### config.mk
export PLATFORM = sky130hd
export DESIGN_NAME = alu_mdu_decoder
export DESIGN_NICKNAME = d
export VERILOG_FILES = /design/src/rtl/alu_mdu_decoder.sv
export SDC_FILE = /design/constraint.sdc
export NUM_CORES = 1
export LEC_CHECK = 0
export BUFFER_PORTS_ARGS = -buffer_cell sky130_fd_sc_hd__buf_2
export CAP_MARGIN = 20
export CORE_MARGIN = 5
export CORE_UTILIZATION = 35
export CTS_BUF_LIST = sky130_fd_sc_hd__clkbuf_8
export DETAILED_ROUTE_END_ITERATION = 6
export GPL_TIMING_DRIVEN = 0
export PLACE_DENSITY_LB_ADDON = 0.3
export RECOVER_POWER = 100
export SYNTH_ARGS = -nofsm -noshare
export SYNTH_HDL_FRONTEND = slang
export SYNTH_SLANG_ARGS = --single-unit
### constraint.sdc
create_clock -name clk -period 2.3 [get_ports clk]
set_input_delay 0.575 -clock clk [delete_from_list [all_inputs] [get_ports clk]]
set_output_delay 0.575 -clock clk [all_outputs]
set_load 0.05 [all_outputs]
### src/rtl/alu_mdu_decoder.sv
// RV32 execute-stage ALU control decoder with a start/stall/done sequencer
// for the multi-cycle RV32M multiply/divide unit.
//
// state | meaning
// IDLE  | decode only; an accepted MDU request issues start and loads the timer
// BUSY  | MDU running, pipeline stalled, timer counts down to 1
// DONE  | MDU result valid for one cycle, held instruction retires
module alu_mdu_decoder #(
  parameter int CTRL_W   = 4,
  parameter int ENABLE_M = 1,
  parameter int MUL_LAT  = 2,
  parameter int DIV_LAT  = 32,
  parameter int CNT_W    = 6
) (
  input  logic              clk,
  input  logic              rst,
  input  logic              valid_i,
  input  logic              op_r,
  input  logic [1:0]        alu_op,
  input  logic [2:0]        funct3,
  input  logic              funct7_5,
  input  logic              funct7_0,
  input  logic              flush_i,
  output logic [CTRL_W-1:0] alu_ctrl,
  output logic              mdu_start,
  output logic [2:0]        mdu_op,
  output logic              mdu_kill,
  output logic              stall_o,
  output logic              done_o,
  output logic              illegal_o
);

  localparam logic [CTRL_W-1:0] C_ADD  = CTRL_W'(0);
  localparam logic [CTRL_W-1:0] C_SUB  = CTRL_W'(1);
  localparam logic [CTRL_W-1:0] C_SLL  = CTRL_W'(2);
  localparam logic [CTRL_W-1:0] C_SLT  = CTRL_W'(3);
  localparam logic [CTRL_W-1:0] C_SLTU = CTRL_W'(4);
  localparam logic [CTRL_W-1:0] C_XOR  = CTRL_W'(5);
  localparam logic [CTRL_W-1:0] C_SRL  = CTRL_W'(6);
  localparam logic [CTRL_W-1:0] C_SRA  = CTRL_W'(7);
  localparam logic [CTRL_W-1:0] C_OR   = CTRL_W'(8);
  localparam logic [CTRL_W-1:0] C_AND  = CTRL_W'(9);
  localparam logic [CTRL_W-1:0] C_PASS = CTRL_W'(10);

  localparam logic             M_EN    = (ENABLE_M != 0);
  localparam logic [CNT_W-1:0] MUL_CNT = CNT_W'(MUL_LAT);
  localparam logic [CNT_W-1:0] DIV_CNT = CNT_W'(DIV_LAT);

  typedef enum logic [1:0] {S_IDLE, S_BUSY, S_DONE} state_t;

  state_t           state, state_nxt;
  logic [CNT_W-1:0] cnt;
  logic             mdu_enc, mdu_req, load;

  assign mdu_enc = (alu_op == 2'b10) & op_r & funct7_0 & ~funct7_5;
  assign mdu_req = valid_i & mdu_enc;

  always_comb begin
    alu_ctrl = C_ADD;
    case (alu_op)
      2'b00: alu_ctrl = C_ADD;
      2'b01: begin
        case (funct3[2:1])
          2'b00:   alu_ctrl = C_SUB;
          2'b01:   alu_ctrl = C_ADD;
          2'b10:   alu_ctrl = C_SLT;
          default: alu_ctrl = C_SLTU;
        endcase
      end
      2'b10: begin
        if (mdu_enc) begin
          alu_ctrl = C_ADD;
        end else begin
          case (funct3)
            3'b000:  alu_ctrl = (op_r & funct7_5) ? C_SUB : C_ADD;
            3'b001:  alu_ctrl = C_SLL;
            3'b010:  alu_ctrl = C_SLT;
            3'b011:  alu_ctrl = C_SLTU;
            3'b100:  alu_ctrl = C_XOR;
            3'b101:  alu_ctrl = funct7_5 ? C_SRA : C_SRL;
            3'b110:  alu_ctrl = C_OR;
            default: alu_ctrl = C_AND;
          endcase
        end
      end
      default: alu_ctrl = C_PASS;
    endcase
  end

  // Branch funct3 010/011 has no RV32I meaning; M ops are illegal when M is absent.
  assign illegal_o = valid_i & (((alu_op == 2'b01) & (funct3[2:1] == 2'b01)) |
                                (~M_EN & mdu_enc));

  // Reset and flush both silence every strobe in the cycle they are seen.
  always_comb begin
    state_nxt = state;
    mdu_start = 1'b0;
    stall_o   = 1'b0;
    done_o    = 1'b0;
    mdu_kill  = 1'b0;
    load      = 1'b0;
    case (state)
      S_IDLE: begin
        if (M_EN & mdu_req & ~flush_i & ~rst) begin
          mdu_start = 1'b1;
          stall_o   = 1'b1;
          load      = 1'b1;
          state_nxt = S_BUSY;
        end
      end
      S_BUSY: begin
        if (flush_i) begin
          mdu_kill  = ~rst;
          state_nxt = S_IDLE;
        end else begin
          stall_o = ~rst;
          if (cnt == CNT_W'(1)) state_nxt = S_DONE;
        end
      end
      S_DONE: begin
        done_o    = ~flush_i & ~rst;
        state_nxt = S_IDLE;
      end
      default: state_nxt = S_IDLE;
    endcase
  end

  always_ff @(posedge clk) begin
    if (rst) begin
      state  <= S_IDLE;
      cnt    <= '0;
      mdu_op <= 3'b000;
    end else begin
      state <= state_nxt;
      if (load) begin
        mdu_op <= funct3;
        cnt    <= funct3[2] ? DIV_CNT : MUL_CNT;
      end else if (state == S_BUSY) begin
        cnt <= flush_i ? '0 : cnt - CNT_W'(1);
      end
    end
  end

endmodule

Yosys cells after proc, flatten, opt, wreduce, memory -nomap -nowiden
Cells that the tools add are included.
{"block": "op_classes", "add_sub_neg": 1, "eq_ne": 15, "muxes": 21, "bitwise": 13, "n_reduce_logical": 6}
{"cell": "one-hot mux 4 bit (7 select lines)", "count": 1}
{"cell": "2-to-1 mux 6 bit", "count": 4}
{"cell": "one-hot mux 4 bit (3 select lines)", "count": 1}
{"cell": "bitwise AND 1 bit", "count": 10}
{"cell": "== test 3 bit (second input constant)", "count": 3}
{"cell": "one-hot mux 3 bit (3 select lines)", "count": 1}
{"cell": "2-to-1 mux 1 bit", "count": 8}
{"cell": "== test 2 x 1 -> 1 bit (second input constant)", "count": 3}
{"cell": "== test 2 bit (second input constant)", "count": 3}
{"cell": "== test 3 x 2 -> 1 bit (second input constant)", "count": 2}
{"cell": "== test 6 x 1 -> 1 bit (second input constant)", "count": 1}
{"cell": "logical NOT 2 bit", "count": 3}
{"cell": "2-to-1 mux 2 bit", "count": 3}
{"cell": "subtractor 6 x 1 -> 6 bit (second input constant)", "count": 1}
{"cell": "2-to-1 mux 4 bit", "count": 1}
{"cell": "one-hot mux 2 bit (2 select lines)", "count": 1}
{"cell": "== test 3 x 1 -> 1 bit (second input constant)", "count": 1}
{"cell": "logical NOT 3 bit", "count": 1}
{"cell": "!= test 3 bit (second input constant)", "count": 1}
{"cell": "inverter 1 bit", "count": 3}
{"cell": "!= test 2 bit (second input constant)", "count": 1}
{"cell": "one-hot mux 1 bit (2 select lines)", "count": 1}
{"cell": "AND reduction 2 bit", "count": 1}
{"cell": "nonzero test 2 bit", "count": 1}
{"block": "word_totals", "regBits": 11, "inputBits": 12, "out_inout_bits": 12, "word_cells": 59}

Depth between registers and ports, before layout
{"block": "logic_depth", "depth_word": 10, "mapped_depth": 5, "mapped_depth_nobuf": 5}

Least setup slack after synthesis
No wires, ideal clock.
{"block": "synth_path", "path_kind": "input -> output", "start": "input port funct3[2]", "end": "output port alu_ctrl[0]", "arrival_ns": 2.614, "t_required_ns": 1.725, "setup_slack_ns": -0.889, "cell_stages": 5, "path_buffers": 1, "cell_sequence": "buf_2 o21ai_0 nand2_1 o21ai_0 o41ai_1"}
{"block": "synth_via", "elab_chain_cells": 4, "elab_cells_between_ends": 14, "classes_between": "eq/ne: 8; mux: 4; reduce/logical: 2"}
{"item": "from (decl)", "line_no": "20", "source": "input logic [2:0] funct3,"}
{"item": "== test 3 bit, or another cell as far along", "line_no": "74", "source": "case (funct3)"}
{"item": "one-hot mux 4 bit (7 select lines)", "line_no": "74"}
{"item": "2-to-1 mux 4 bit", "line_no": "71", "source": "if (mdu_enc) begin"}
{"item": "one-hot mux 4 bit (3 select lines) (*)", "line_no": "60", "source": "case (alu_op)"}
{"item": "to (decl)", "line_no": "24", "source": "output logic [CTRL_W-1:0] alu_ctrl,"}
Every way passes the cells marked *; elsewhere a longest branch is shown, timed or not.

Worst setup path in the final report
{"block": "layout_path", "start": "input port alu_op[0]", "end": "output port mdu_start"}
{"block": "layout_via", "elab_chain_cells": 9}
{"item": "from (decl)", "line_no": "19", "source": "input logic [1:0] alu_op,"}
{"item": "== test 2 bit", "line_no": "55", "source": "assign mdu_enc = (alu_op == 2'b10) & op_r & funct7_0 & ~funct7_5;"}
{"item": "bitwise AND 1 bit (3 in series)", "line_no": "55"}
{"item": "bitwise AND 1 bit", "line_no": "56", "source": "assign mdu_req = valid_i & mdu_enc;"}
{"item": "bitwise AND 1 bit (2 in series)", "line_no": "104", "source": "if (M_EN & mdu_req & ~flush_i & ~rst) begin"}
{"item": "2-to-1 mux 1 bit", "line_no": "104"}
{"item": "2-to-1 mux 1 bit", "line_no": "102", "source": "case (state)"}
{"item": "to (decl)", "line_no": "25", "source": "output logic mdu_start,"}
No other way between the ends.

==> run_results.csv <==
group,metric,value,unit
cts,ctsHoldBuffers,0,
routing,drt_iter0_drc,13,
worst_setup_path,crit_path_start_kind,"input port",
finish,stdcell_count,146,
cts,cts_tree,"yes",
synth,netlist_area,753,um2
synth,avgSynthCellArea,8.10,um2
worst_setup_path,slowest_delay,0.35,ns
floorplan,core_area,2000,um2
finish,drive_gt1_share,29.4,%
cts,cts_buffers,3,
finish,nets,134,
finish,multi_input_area,517,um2
timing,relSlewSlack,59.6,%
timing,max_freq,452,MHz
worst_setup_path,endpoint_kind,"primary output",
global_route,grt_pass1_wl,3230,um
finish,final-seq-area,220,um2
finish,fill_cells,214,
place,hpwl,1450,um
floorplan,rows,16,
pwr,pwr_density_cell,481,nW/um2
synth,yosys.area_share.xor_xnor,1.16,%
routing,routed_via_density,5.25,
place,portBuffers,23,
timing,hold_violations,0,
cts,post_cts_buffers,0,
worst_setup_path,crit_fanout,9,
routing,wl,1890,um
worst_setup_path,cp.required,1.73,ns
worst_setup_path,crit_chain,"buf_2, and4bb_1, nand3_4, inv_4, clkbuf_4",
timing,setup_viol,0,
cts,clock_path_buffers,2,
routing,drt_drc_violations_left,0,
floorplan,initial_utilization,37.6,%
worst_setup_path,critPathSlowestCell,"and4bb_1",
worst_setup_path,arrival,1.64,ns
synth,yosys.area_share.simple,35.4,%
cts,clk_pin_slew,0.05,ns
synth,ys_ff_latch,11,
synth,synth_top_family_by_area,"simple AND/OR/NAND/NOR gates",
pwr,ir_drop,0.000262,V
synth,muxShareOfSynthArea,1.33,%
timing,fin_skew,0.00116,ns
cts,cts.sink_count,11,
cts,worst_skew_pair.late_latency,0.24,ns
worst_setup_path,worstSetupPathType,"input port to primary output",
global_route,grt_start_max_net_pins,11,
synth,ys_seq_area_share,29.2,%
global_route,overflow,0,
routing,wire_per_inst,13.0,um
floorplan,io-pin-count,24,
floorplan,die-area,3180,um2
finish,diodes,0,
finish,area_growth,27.9,%
timing,hold-worst-slack,0.457,ns
routing,vias,766,
place,numPlacedInstances,143,
place,place_congestion,0.781,
synth,synth_compound_area_share,25.2,%
finish,mostFrequentLayoutCells,"nand2_1, buf_2, dfxtp_1, a21oi_1, nor2_1",
timing,timing_worst_slew_pin_value,0.608,ns
synth,synth_nets,107,
run_status,status,"completed",
synth,synth_cell_types,40,
global_route,grt.total_usage,13.0,%
routing,drt_pass1_iterations,4,
cts,root_buffer,"clkbuf_8",
synth,ys_warn_count,0,
floorplan,die_h,56.4,um
worst_hold_path,min-delay-path-class,"flip-flop to flip-flop",
global_route,grt_pass1_vias,722,
synth,synthAdderAreaFrac,3.32,%
floorplan,die_w,56.4,um
global_route,antenna_found_initial,0,
timing,layout_min_cycle_time,2.21,ns
synth,synthCells,93,
flow_run,maxCapViolations,0,
timing,period_share,96.3,%
timing,grt_setup_unrepaired,"false",
routing,antenna_left,0,
cts,h-tree-depth,1,
timing,report.final.slew_viol_count,0,
pwr,power_leakage,0.389,nW
-- per-stage QoR --
stage / total power [W] / TNS (ns) / area (um2) / worst slack (ns) / util [%]
detailed placement: 0.000277 / -0.104 / 930 / -0.104 / 46.4
global placement: 0.000276 / -0.0433 / 930 / -0.0433 / 46.4
global route: 0.000487 / 0 / 963 / 0.00822 / 48.1
CTS: 0.000473 / 0 / 983 / 0.0299 / 49.1
floorplan: 0.000250 / 0 / 781 / 0.0151 / -
finish: 0.000463 / 0 / 963 / 0.0855 / 48.1
-- path summary, 6_finish.rpt --
check                  from         to  slack, ns  depth (start not counted)
setup / recovery  alu_op[0]  mdu_start       0.09                          5
hold / removal    mdu_op[2]  mdu_op[2]       0.46                          2
setup reg to reg   state[0]     cnt[1]       0.97                          5
hold reg to reg   mdu_op[2]  mdu_op[2]       0.46                          2
-- synth_stat cells (all sizes together) --
| cell | count | share of area [%] |
|---|---|---|
| a211oi | 4 | 5.3 |
| a21oi | 8 | 5.3 |
| a311oi | 1 | 1.2 |
| a31o | 1 | 1.2 |
| a31oi | 2 | 1.7 |
| a32oi | 1 | 1.2 |
| and2 | 1 | 0.83 |
| and3b | 1 | 1.2 |
| and4b | 1 | 1.3 |
| and4bb | 1 | 1.7 |
| buf | 3 | 2.0 |
| clkbuf | 1 | 0.50 |
| dfxtp | 11 | 29 |
| ha | 2 | 3.3 |
| inv | 3 | 1.8 |
| mux2i | 1 | 1.3 |
| nand2 | 12 | 6.0 |
| nand2b | 3 | 2.8 |
| nand3 | 2 | 3.0 |
| nand3b | 2 | 2.0 |
| nand4 | 1 | 0.83 |
| nor2 | 7 | 3.5 |
| nor2b | 2 | 1.7 |
| nor3 | 5 | 4.7 |
| nor3b | 3 | 3.7 |
| nor4b | 1 | 1.2 |
| o21a | 1 | 1.0 |
| o21ai | 7 | 4.7 |
| o22ai | 1 | 1.7 |
| o31ai | 1 | 1.0 |
| o41ai | 1 | 1.2 |
| or3b | 1 | 1.2 |
| xnor2 | 1 | 1.2 |
-- critical path, delay by kind of cell --
family	cells	cell delay [ns]
and+or+nand+nor	2	0.53
buffers and inverters	3	0.53
-- metal layers --
| metal | share of wire (%) | global-route usage (%) | vias to the layer above |
|---|---|---|---|
| met4 | 3.0 | 9.15 | 0 |
| met5 | 0 | 0 | - |
| met3 | 4.6 | 2.98 | 4 |
| met1 | 50 | 16.0 | 350 |
| li1 | - | - | 394 |
| met2 | 43 | 19.7 | 18 |
-- final cells by class --
class / instances / share of cell area (%)
Multi-Input combinational cell: 75 / 53.6
Tap cell: 27 / 3.51
Clock inverter: 1 / 0.390
Buffer: 3 / 1.69
Inverter: 3 / 1.43
Sequential cell: 11 / 22.9
Clock buffer: 3 / 4.29
Timing Repair Buffer: 23 / 12.2
-- power breakdown --
part,switching [W],internal [W],leakage [nW]
logic,0.0000550,0.0000278,0.274
registers,0.000000406,0.000191,0.0886
clock network,0.0000713,0.000117,0.0269
total,0.000127,0.000336,0.389
-- what timing repair did --
action,in CTS,in global routing
pin swaps,0,0
resized for setup,3,4
setup endpoints to repair,1,3
-- cells by family after synthesis --
group / Yosys count
adders and majority gates: 2
and+or+nand+nor: 43
muxes: 1
buffers and inverters: 7
AOI/OAI and AO/OA: 28
DFF: 11
xor gates and xnor gates: 1
-- registers in the layout, summed over array words and instances, names as in the netlist --
name	cells
state	2
mdu_op	3
cnt	6
Power figures use the tool's default switching activity.
